===== config.mk =====
export PLATFORM = sky130hd
export DESIGN_NAME = uart_tx
export DESIGN_NICKNAME = d
export VERILOG_FILES = /design/src/rtl/uart_tx.sv
export SDC_FILE = /design/constraint.sdc
export NUM_CORES = 1
export LEC_CHECK = 0
export ABC_AREA = 1
export CAP_MARGIN = 40
export CORE_MARGIN = 5
export CORE_UTILIZATION = 59
export DETAILED_ROUTE_END_ITERATION = 10
export HOLD_SLACK_MARGIN = 0.06
export PLACE_DENSITY = 0.83
export SYNTH_ARGS = -nofsm -noshare
export SYNTH_HDL_FRONTEND = slang
export SYNTH_SLANG_ARGS = --single-unit

===== constraint.sdc =====
create_clock -name clk -period 2.47 [get_ports clk]
set_clock_uncertainty 0.2 [all_clocks]
set_input_delay 0.741 -clock clk [delete_from_list [all_inputs] [get_ports clk]]
set_output_delay 0.741 -clock clk [all_outputs]
set_load 0.03 [all_outputs]

===== src/rtl/uart_tx.sv =====
// UART transmitter: valid/ready byte intake into a small FIFO, then 8E1-style framing
// (start, LSB-first data, even parity, stop) with each bit held OVERSAMPLE clocks.
module uart_tx #(
    parameter int WIDTH      = 8,
    parameter int OVERSAMPLE = 16,
    parameter int FIFO_DEPTH = 4
) (
    input  logic                          clk,
    input  logic                          rst,
    input  logic [WIDTH-1:0]              tx_data,
    input  logic                          tx_valid,
    output logic                          tx_ready,
    output logic                          TxD,
    output logic                          busy,
    output logic [$clog2(FIFO_DEPTH):0]   fifo_count
);
    localparam int AW = $clog2(FIFO_DEPTH);
    localparam int TW = (OVERSAMPLE > 1) ? $clog2(OVERSAMPLE) : 1;
    localparam int BW = (WIDTH > 1) ? $clog2(WIDTH) : 1;
    localparam logic [TW-1:0] TICK_LAST = TW'(OVERSAMPLE - 1);
    localparam logic [BW-1:0] BIT_LAST  = BW'(WIDTH - 1);
    localparam logic [AW:0]   FULL      = (AW + 1)'(FIFO_DEPTH);

    typedef enum logic [2:0] {IDLE, START, DATA, PARITY, STOP} state_t;

    state_t           state;
    logic [WIDTH-1:0] mem [FIFO_DEPTH];
    logic [AW-1:0]    wr_ptr;
    logic [AW-1:0]    rd_ptr;
    logic [WIDTH-1:0] head;
    logic [WIDTH-1:0] shift;
    logic             parity;
    logic [TW-1:0]    tick;
    logic [BW-1:0]    bit_cnt;
    logic             push;
    logic             pop;
    logic             tick_last;

    assign tx_ready  = (fifo_count != FULL);
    assign push      = tx_valid && tx_ready;
    assign tick_last = (tick == TICK_LAST);
    assign head      = mem[rd_ptr];
    // A new frame is loaded from IDLE or on the final STOP tick, so bursts run gap-free.
    assign pop       = (fifo_count != '0) &&
                       ((state == IDLE) || ((state == STOP) && tick_last));

    always_ff @(posedge clk) begin
        if (push) begin
            mem[wr_ptr] <= tx_data;
        end
    end

    always_ff @(posedge clk or negedge rst) begin
        if (!rst) begin
            wr_ptr     <= '0;
            rd_ptr     <= '0;
            fifo_count <= '0;
        end else begin
            if (push) wr_ptr <= wr_ptr + AW'(1);
            if (pop)  rd_ptr <= rd_ptr + AW'(1);
            case ({push, pop})
                2'b10:   fifo_count <= fifo_count + (AW + 1)'(1);
                2'b01:   fifo_count <= fifo_count - (AW + 1)'(1);
                default: fifo_count <= fifo_count;
            endcase
        end
    end

    always_ff @(posedge clk or negedge rst) begin
        if (!rst) begin
            state   <= IDLE;
            TxD     <= 1'b1;
            busy    <= 1'b0;
            tick    <= '0;
            bit_cnt <= '0;
            shift   <= '0;
            parity  <= 1'b0;
        end else begin
            tick <= ((state == IDLE) || tick_last) ? '0 : tick + TW'(1);
            case (state)
                IDLE: begin
                    if (pop) begin
                        shift  <= head;
                        parity <= ^head;
                        TxD    <= 1'b0;
                        busy   <= 1'b1;
                        state  <= START;
                    end else begin
                        TxD  <= 1'b1;
                        busy <= 1'b0;
                    end
                end
                START: begin
                    if (tick_last) begin
                        TxD     <= shift[0];
                        bit_cnt <= '0;
                        state   <= DATA;
                    end
                end
                DATA: begin
                    if (tick_last) begin
                        if (bit_cnt == BIT_LAST) begin
                            TxD   <= parity;
                            state <= PARITY;
                        end else begin
                            shift   <= shift >> 1;
                            TxD     <= shift[1];
                            bit_cnt <= bit_cnt + BW'(1);
                        end
                    end
                end
                PARITY: begin
                    if (tick_last) begin
                        TxD   <= 1'b1;
                        state <= STOP;
                    end
                end
                STOP: begin
                    if (tick_last) begin
                        if (pop) begin
                            shift  <= head;
                            parity <= ^head;
                            TxD    <= 1'b0;
                            state  <= START;
                        end else begin
                            TxD   <= 1'b1;
                            busy  <= 1'b0;
                            state <= IDLE;
                        end
                    end
                end
                default: begin
                    TxD   <= 1'b1;
                    busy  <= 1'b0;
                    state <= IDLE;
                end
            endcase
        end
    end
endmodule


==> results of run 1 <==
==> sequential cells by signal (all words and copies together), names as in the netlist <==
signal,count
busy,1
tick,4
state,3
bit_cnt,3
wr_ptr,2
shift,8
TxD,1
parity,1
rd_ptr,2
fifo_count,3
mem,32
==> per-stage QoR <==
| stage | instance area, um2 | std cells | setup WS [ps] | power [mW] | hold WS [ps] |
|---|---|---|---|---|---|
| after detailed placement | 3210 | 401 | 81.3 | 1.93 | 265 |
| final | 3390 | 417 | 82.8 | 2.71 | 279 |
| after global placement | 3210 | 401 | 125 | 1.89 | 250 |
| after global routing | 3390 | 417 | 36.7 | 2.85 | 303 |
| after CTS | 3390 | 417 | 24.5 | 2.74 | 283 |
| after floorplan | 2960 | 316 | 236 | 1.68 | 231 |
==> power by group <==
group / switching, mW / internal, mW / total (mW) / leakage [nW]
Combinational: 0.373 / 0.228 / 0.600 / 0.828
Clock: 0.372 / 0.444 / 0.816 / 0.0965
Sequential: 0.0750 / 1.21 / 1.29 / 0.632
==> cell type report <==
cell class / count / area share [%]
clock buffer: 14 / 5.10
clock inverter: 2 / 0.295
inverter: 32 / 3.69
multi-input combinational: 217 / 32.7
sequential: 60 / 49.1
tap: 67 / 2.47
timing repair buffer: 25 / 6.68
==> repair_timing <==
item	in CTS	in global routing
endpoints found under the setup margin	3	1
hold buffers	0	0
gates resized for setup	3	1
==> synthesized netlist by cell type <==
library cell  number
nor2_2             1
nand3_2            3
nor3b_1            1
xor2_1             4
fa_1               1
o211ai_1           6
o21ai_0            9
a21oi_4            1
edfxtp_1          32
o21a_1             5
nand2_2            4
xnor2_1            2
inv_6              1
nand3_1           23
buf_6              4
dfrtp_1           27
o21ai_1            2
ha_1               7
nand3b_4           1
a32o_1             2
inv_1             27
nor2_1            18
nand2_1          118
o221ai_1           1
inv_2              4
buf_4              3
a21oi_1            4
nor3_1             2
dfstp_2            1
nor2_4             1
o41ai_1            1
==> per-layer routing <==
layer / GRT usage (%) / share of wire [%]
met3: 5.76 / 4.3
met4: 11.0 / 1.9
met5: 0 / 0
met2: 33.2 / 49
met1: 23.1 / 45
==> cell families after synthesis <==
family / synth area share (%)
simple gates: 24.8
buf+inv: 6.50
flops: 56.1
xor+xnor: 1.77
fa+ha+maj: 3.63
compound gates: 7.14
==> worst max-delay path by stage <==
stage                        startpoint             to  slack (ps)  cells past startpoint
after floorplan           fifo_count[1]  fifo_count[2]         240                      9
after global placement         tx_valid  fifo_count[2]         130                      8
after detailed placement       tx_valid  fifo_count[2]          80                      8
after CTS                 fifo_count[1]  fifo_count[1]          20                      1
after global routing      fifo_count[2]  fifo_count[2]          40                      1
final                     fifo_count[2]  fifo_count[2]          80                      1
==> flow_summary_export.csv, run 1 <==
group,metric,value,unit
outcome,status,"finished, final reports clean",
worst_setup_path,crit_chain,"clkdlybuf4s50_1",
placed_design,hpwlAfterDp,3870,um
worst_hold_path,min_from,"tick[0]",
clock_tree,cts_sinks,60,
worst_setup_path,endpoint_kind,"output port",
power,ir_drop,0.000531,V
yosys,ys_types,31,
clock_tree,clock_latency,340,ps
drt,first_pass_iters,4,
sta,report.final.slew_viol_count,0,
sta,finalHoldViolCount,0,
run,maxCapViolCount,0,
sta,period_share,96.6,%
worst_setup_path,cp-start-kind,"register",
global_route,grt_antenna_before_repair,0,
floorplanning,die_width,80.9,um
global_route,grt_pass1_vias,2187,
worst_setup_path,arrival,1450,ps
sta,finalCriticalPeriod,2390,ps
final_layout,fillers,349,
yosys,netlist_instances,316,
clock_tree,cts_tree,"done",
worst_setup_path,regToRegSetupSlack,340,ps
floorplanning,die_area,6540,um2
global_route,grt-ovfl-total,0,
yosys,netlist_area,2960,um2
drt,antenna_left,0,
clock_tree,cts_setup_buffers,0,
final_layout,ff_latch_area,1660,um2
clock_tree,cts.path.max_buffers,2,
global_route,grt_use_total,19.9,%
final_layout,final_common_cell,"nand2_1",
placed_design,portBuffers,16,
drt,wl,5570,um
clock_tree,cts_buffers,9,
sta,fmax,419,MHz
yosys,ys_ff_latch,60,
clock_tree,h-tree-depth,3,
final_layout,multiInputGateArea,1110,um2
final_layout,final_nets,364,
worst_hold_path,hold_class,"reg -> reg",
floorplanning,die_y,80.9,um
floorplanning,core,4790,um2
worst_setup_path,timing.rr.start,"fifo_count[0]",
worst_setup_path,critPathKind,"reg -> out",
drt,drt-wirelength-per-cell,13.4,um
yosys,seq_area_frac_synth,56.1,%
worst_hold_path,whs_path_depth,1,
final_layout,drive_above_1_share,11.4,%
worst_setup_path,r2r_cells,7,
sta,maxSlewHeadroom,71.9,%
sta,tightest_slew,422,ps
clock_tree,cts.clk_slew.worst_paths,60,ps
final_layout,area_growth,14.4,%
worst_setup_path,cp_top_family,"buffers and inverters",
drt,drc,0,
sta,rsz0062_at_grt,"false",
drt,viasPerCell,5.16,
final_layout,fin_util,70.8,%
final_layout,layout_common_cells,"nand2_1 (118), edfxtp_1 (32), inv_1 (27), dfrtp_1 (27), nand3_1 (23)",
worst_setup_path,cpPeakStageDelay,700,ps
sta,fin_tns_setup,0,ps
drt,drtIter0Drc,108,
floorplanning,initial_utilization,61.9,%
yosys,synth.avg_cell_area,9.38,um2
worst_setup_path,worstReg2RegEnd,"fifo_count[2]",
worst_hold_path,hold_path_end,"tick[0]",
drt,vias,2150,
floorplanning,rows,25,
worst_setup_path,cpMaxStageDelayCell,"clkdlybuf4s50_1",
yosys,synth.area.top_cells,"edfxtp_1 (32%), dfrtp_1 (23%), nand2_1 (15%), nand3_1 (3.9%), inv_1 (3.4%)",
placed_design,gp_congestion,0.783,
worst_setup_path,cp.required,1530,ps
power,p_leak,1.56,nW
floorplanning,pin_count,17,
global_route,grt_max_degree,29,
yosys,yosys.area.top_type,"edfxtp_1",
sta,setup_viol,0,
worst_setup_path,critical_path_buf_inv_count,1,
worst_setup_path,critPathMaxFanout,4,
yosys,synth_fp_nets,335,
power,pwr_density_cell,799,nW/um2
clock_tree,cts_root_buffer,"clkbuf_8",
final_layout,diodes,0,
yosys,ys_warn_count,0,
global_route,grt_pass1_wl,9650,um
yosys,yosys.area.top_type_share,32.4,%
Power figures use the tool's default switching activity.
==> run 2: changes to the inputs <==
Settings changed: CORE_MARGIN 5 to 2.
==> run 2 against run 1 <==
Hold slack got worse by 19 ps. Sequential share of layout area rose by 0.20 points. Power fell by 4.0%. Cell count rose by 0.24%. Non-clock buffer count rose by 1. Final area fell by 0.41%. Die area fell by 14%. Largest cell class unchanged. Critical path depth did not move.
==> flow_summary_export.csv, run 2 (synthesized netlist as in run 1, its figures left out) <==
group,metric,value,unit
outcome,status,"finished, final reports clean",
sta,finalCriticalPeriod,2370,ps
power,p_leak,1.56,nW
power,power,2.60,mW
power,swShare,30.3,%
drt,wl,5310,um
power,pwr_density_cell,770,nW/um2
global_route,grt_antenna_before_repair,0,
worst_setup_path,critical_path_buf_inv_count,1,
clock_tree,cts_root_buffer,"clkbuf_8",
drt,drt-wirelength-per-cell,12.7,um
sta,maxSlewHeadroom,57.1,%
worst_setup_path,crit_chain,"clkdlybuf4s50_1",
worst_setup_path,cp_top_family,"buffers and inverters",
worst_setup_path,cpPeakStageDelay,690,ps
final_layout,drive_above_1_share,11.1,%
worst_setup_path,regToRegSetupSlack,340,ps
clock_tree,cts_tree,"done",
floorplanning,core,4790,um2
final_layout,top_register,"mem",
sta,report.final.slew_viol_count,0,
worst_setup_path,critPathKind,"reg -> out",
floorplanning,pin_count,17,
global_route,grt_pass1_vias,2025,
sta,tightest_slew,643,ps
drt,first_pass_iters,4,
worst_setup_path,cpMaxStageDelayCell,"clkdlybuf4s50_1",
final_layout,final_common_cell,"nand2_1",
sta,fmax,421,MHz
global_route,grt_use_total,22.3,%
final_layout,diodes,0,
worst_setup_path,cp-start-kind,"register",
clock_tree,cts_buffers,9,
clock_tree,clock_latency,330,ps
floorplanning,rows,25,
clock_tree,cts.path.max_buffers,2,
global_route,grt_pass1_wl,9000,um
sta,fin_tns_setup,0,ps
global_route,grt_max_degree,29,
worst_setup_path,critPathMaxFanout,4,
final_layout,largest_register_ff_count,32,
global_route,grt-ovfl-total,0,
drt,drc,0,
clock_tree,cts_sinks,60,
worst_setup_path,cp.required,1530,ps
drt,viasPerCell,5.12,
final_layout,fillers,353,
power,internal_power,1.81,mW
sta,rsz0062_at_grt,"false",
power,pwr-share-comb,23.3,%
worst_setup_path,endpoint_kind,"output port",
placed_design,gp_congestion,0.794,
floorplanning,die_y,74.9,um
final_layout,final_nets,365,
power,clkPwrFrac,26.9,%
drt,drtIter0Drc,172,
floorplanning,die_area,5600,um2
floorplanning,initial_utilization,61.9,%
placed_design,hpwlAfterDp,3640,um
floorplanning,die_width,74.9,um
power,power_frac_seq,49.8,%
drt,vias,2139,
power,ir_drop,0.000724,V
clock_tree,ctsResizeCount,1,
worst_hold_path,hold_class,"reg -> reg",
final_layout,area_growth,13.9,%
clock_tree,h-tree-depth,3,
final_layout,layout_top_registers,"mem x32, shift x8, tick x4",
placed_design,portBuffers,16,
clock_tree,cts.clk_slew.worst_paths,60,ps
sta,period_share,96.1,%
power,switching_power,0.788,mW
sta,finalHoldViolCount,0,
final_layout,layout_common_cells,"nand2_1 (118), edfxtp_1 (32), inv_1 (27), dfrtp_1 (27), nand3_1 (23)",
drt,antenna_left,0,
worst_setup_path,arrival,1430,ps
sta,setup_viol,0,
clock_tree,cts_setup_buffers,0,
clock_tree,postCtsHoldBufs,0,
run,maxCapViolCount,0,
-- run 2: changes by cell type in the layout (fill, tap and decap cells not counted) --
cell	previous run	this run
buf_4	9	10
clkbuf_1	2	4
clkbuf_8	12	9
clkinv_2	2	3
dlygate4sd2_1	3	1
dlymetal6s2s_1	1	3
-- run 2: final cells by class --
| class | count | area, um2 | share of cell area (%) |
|---|---|---|---|
| flip-flops and latches | 60 | 1660 | 49.3 |
| clock inverters | 3 | 15.0 | 0.445 |
| multi-input cells | 217 | 1110 | 32.8 |
| well taps | 67 | 83.8 | 2.48 |
| repair buffers | 26 | 241 | 7.16 |
| clock buffers | 13 | 139 | 4.12 |
| inverters | 32 | 125 | 3.71 |
-- run 2: metrics by stage --
stage	cell area, um2	std cells	utilization [%]	hold slack, ps	setup WS (ps)
2_1_floorplan	2960	316	-	231	236
3_3_place_gp	3210	402	67.2	249	127
3_5_place_dp	3210	402	67.2	259	44.3
4_1_cts	3370	418	70.4	267	0.637
5_1_grt	3370	418	70.5	297	42.6
6_report	3370	418	70.5	261	97.2
-- run 2: power groups by stage --
stage / logic, mW / registers (mW) / clock network (mW)
floorplan: 0.337 / 1.34 / 0
global placement: 0.588 / 1.30 / 0
finish: 0.606 / 1.29 / 0.698
global route: 0.683 / 1.31 / 0.768
detailed placement: 0.611 / 1.31 / 0
CTS: 0.614 / 1.29 / 0.714
-- run 2: routing by layer --
metal	share of wire, %	global-route usage (%)
met5	0	0
met4	1.7	10.9
met3	5.8	7.76
met2	50	36.2
met1	43	26.6
-- run 2: worst paths after layout --
check	end	cells past startpoint	start
max in group asynchronous	TxD	2	rst
hold reg to reg	tick[0]	1	tick[0]
setup / recovery	fifo_count[2]	1	fifo_count[2]
min in group asynchronous	shift[4]	2	rst
setup reg to reg	fifo_count[2]	6	fifo_count[1]
hold / removal	tick[0]	1	tick[0]
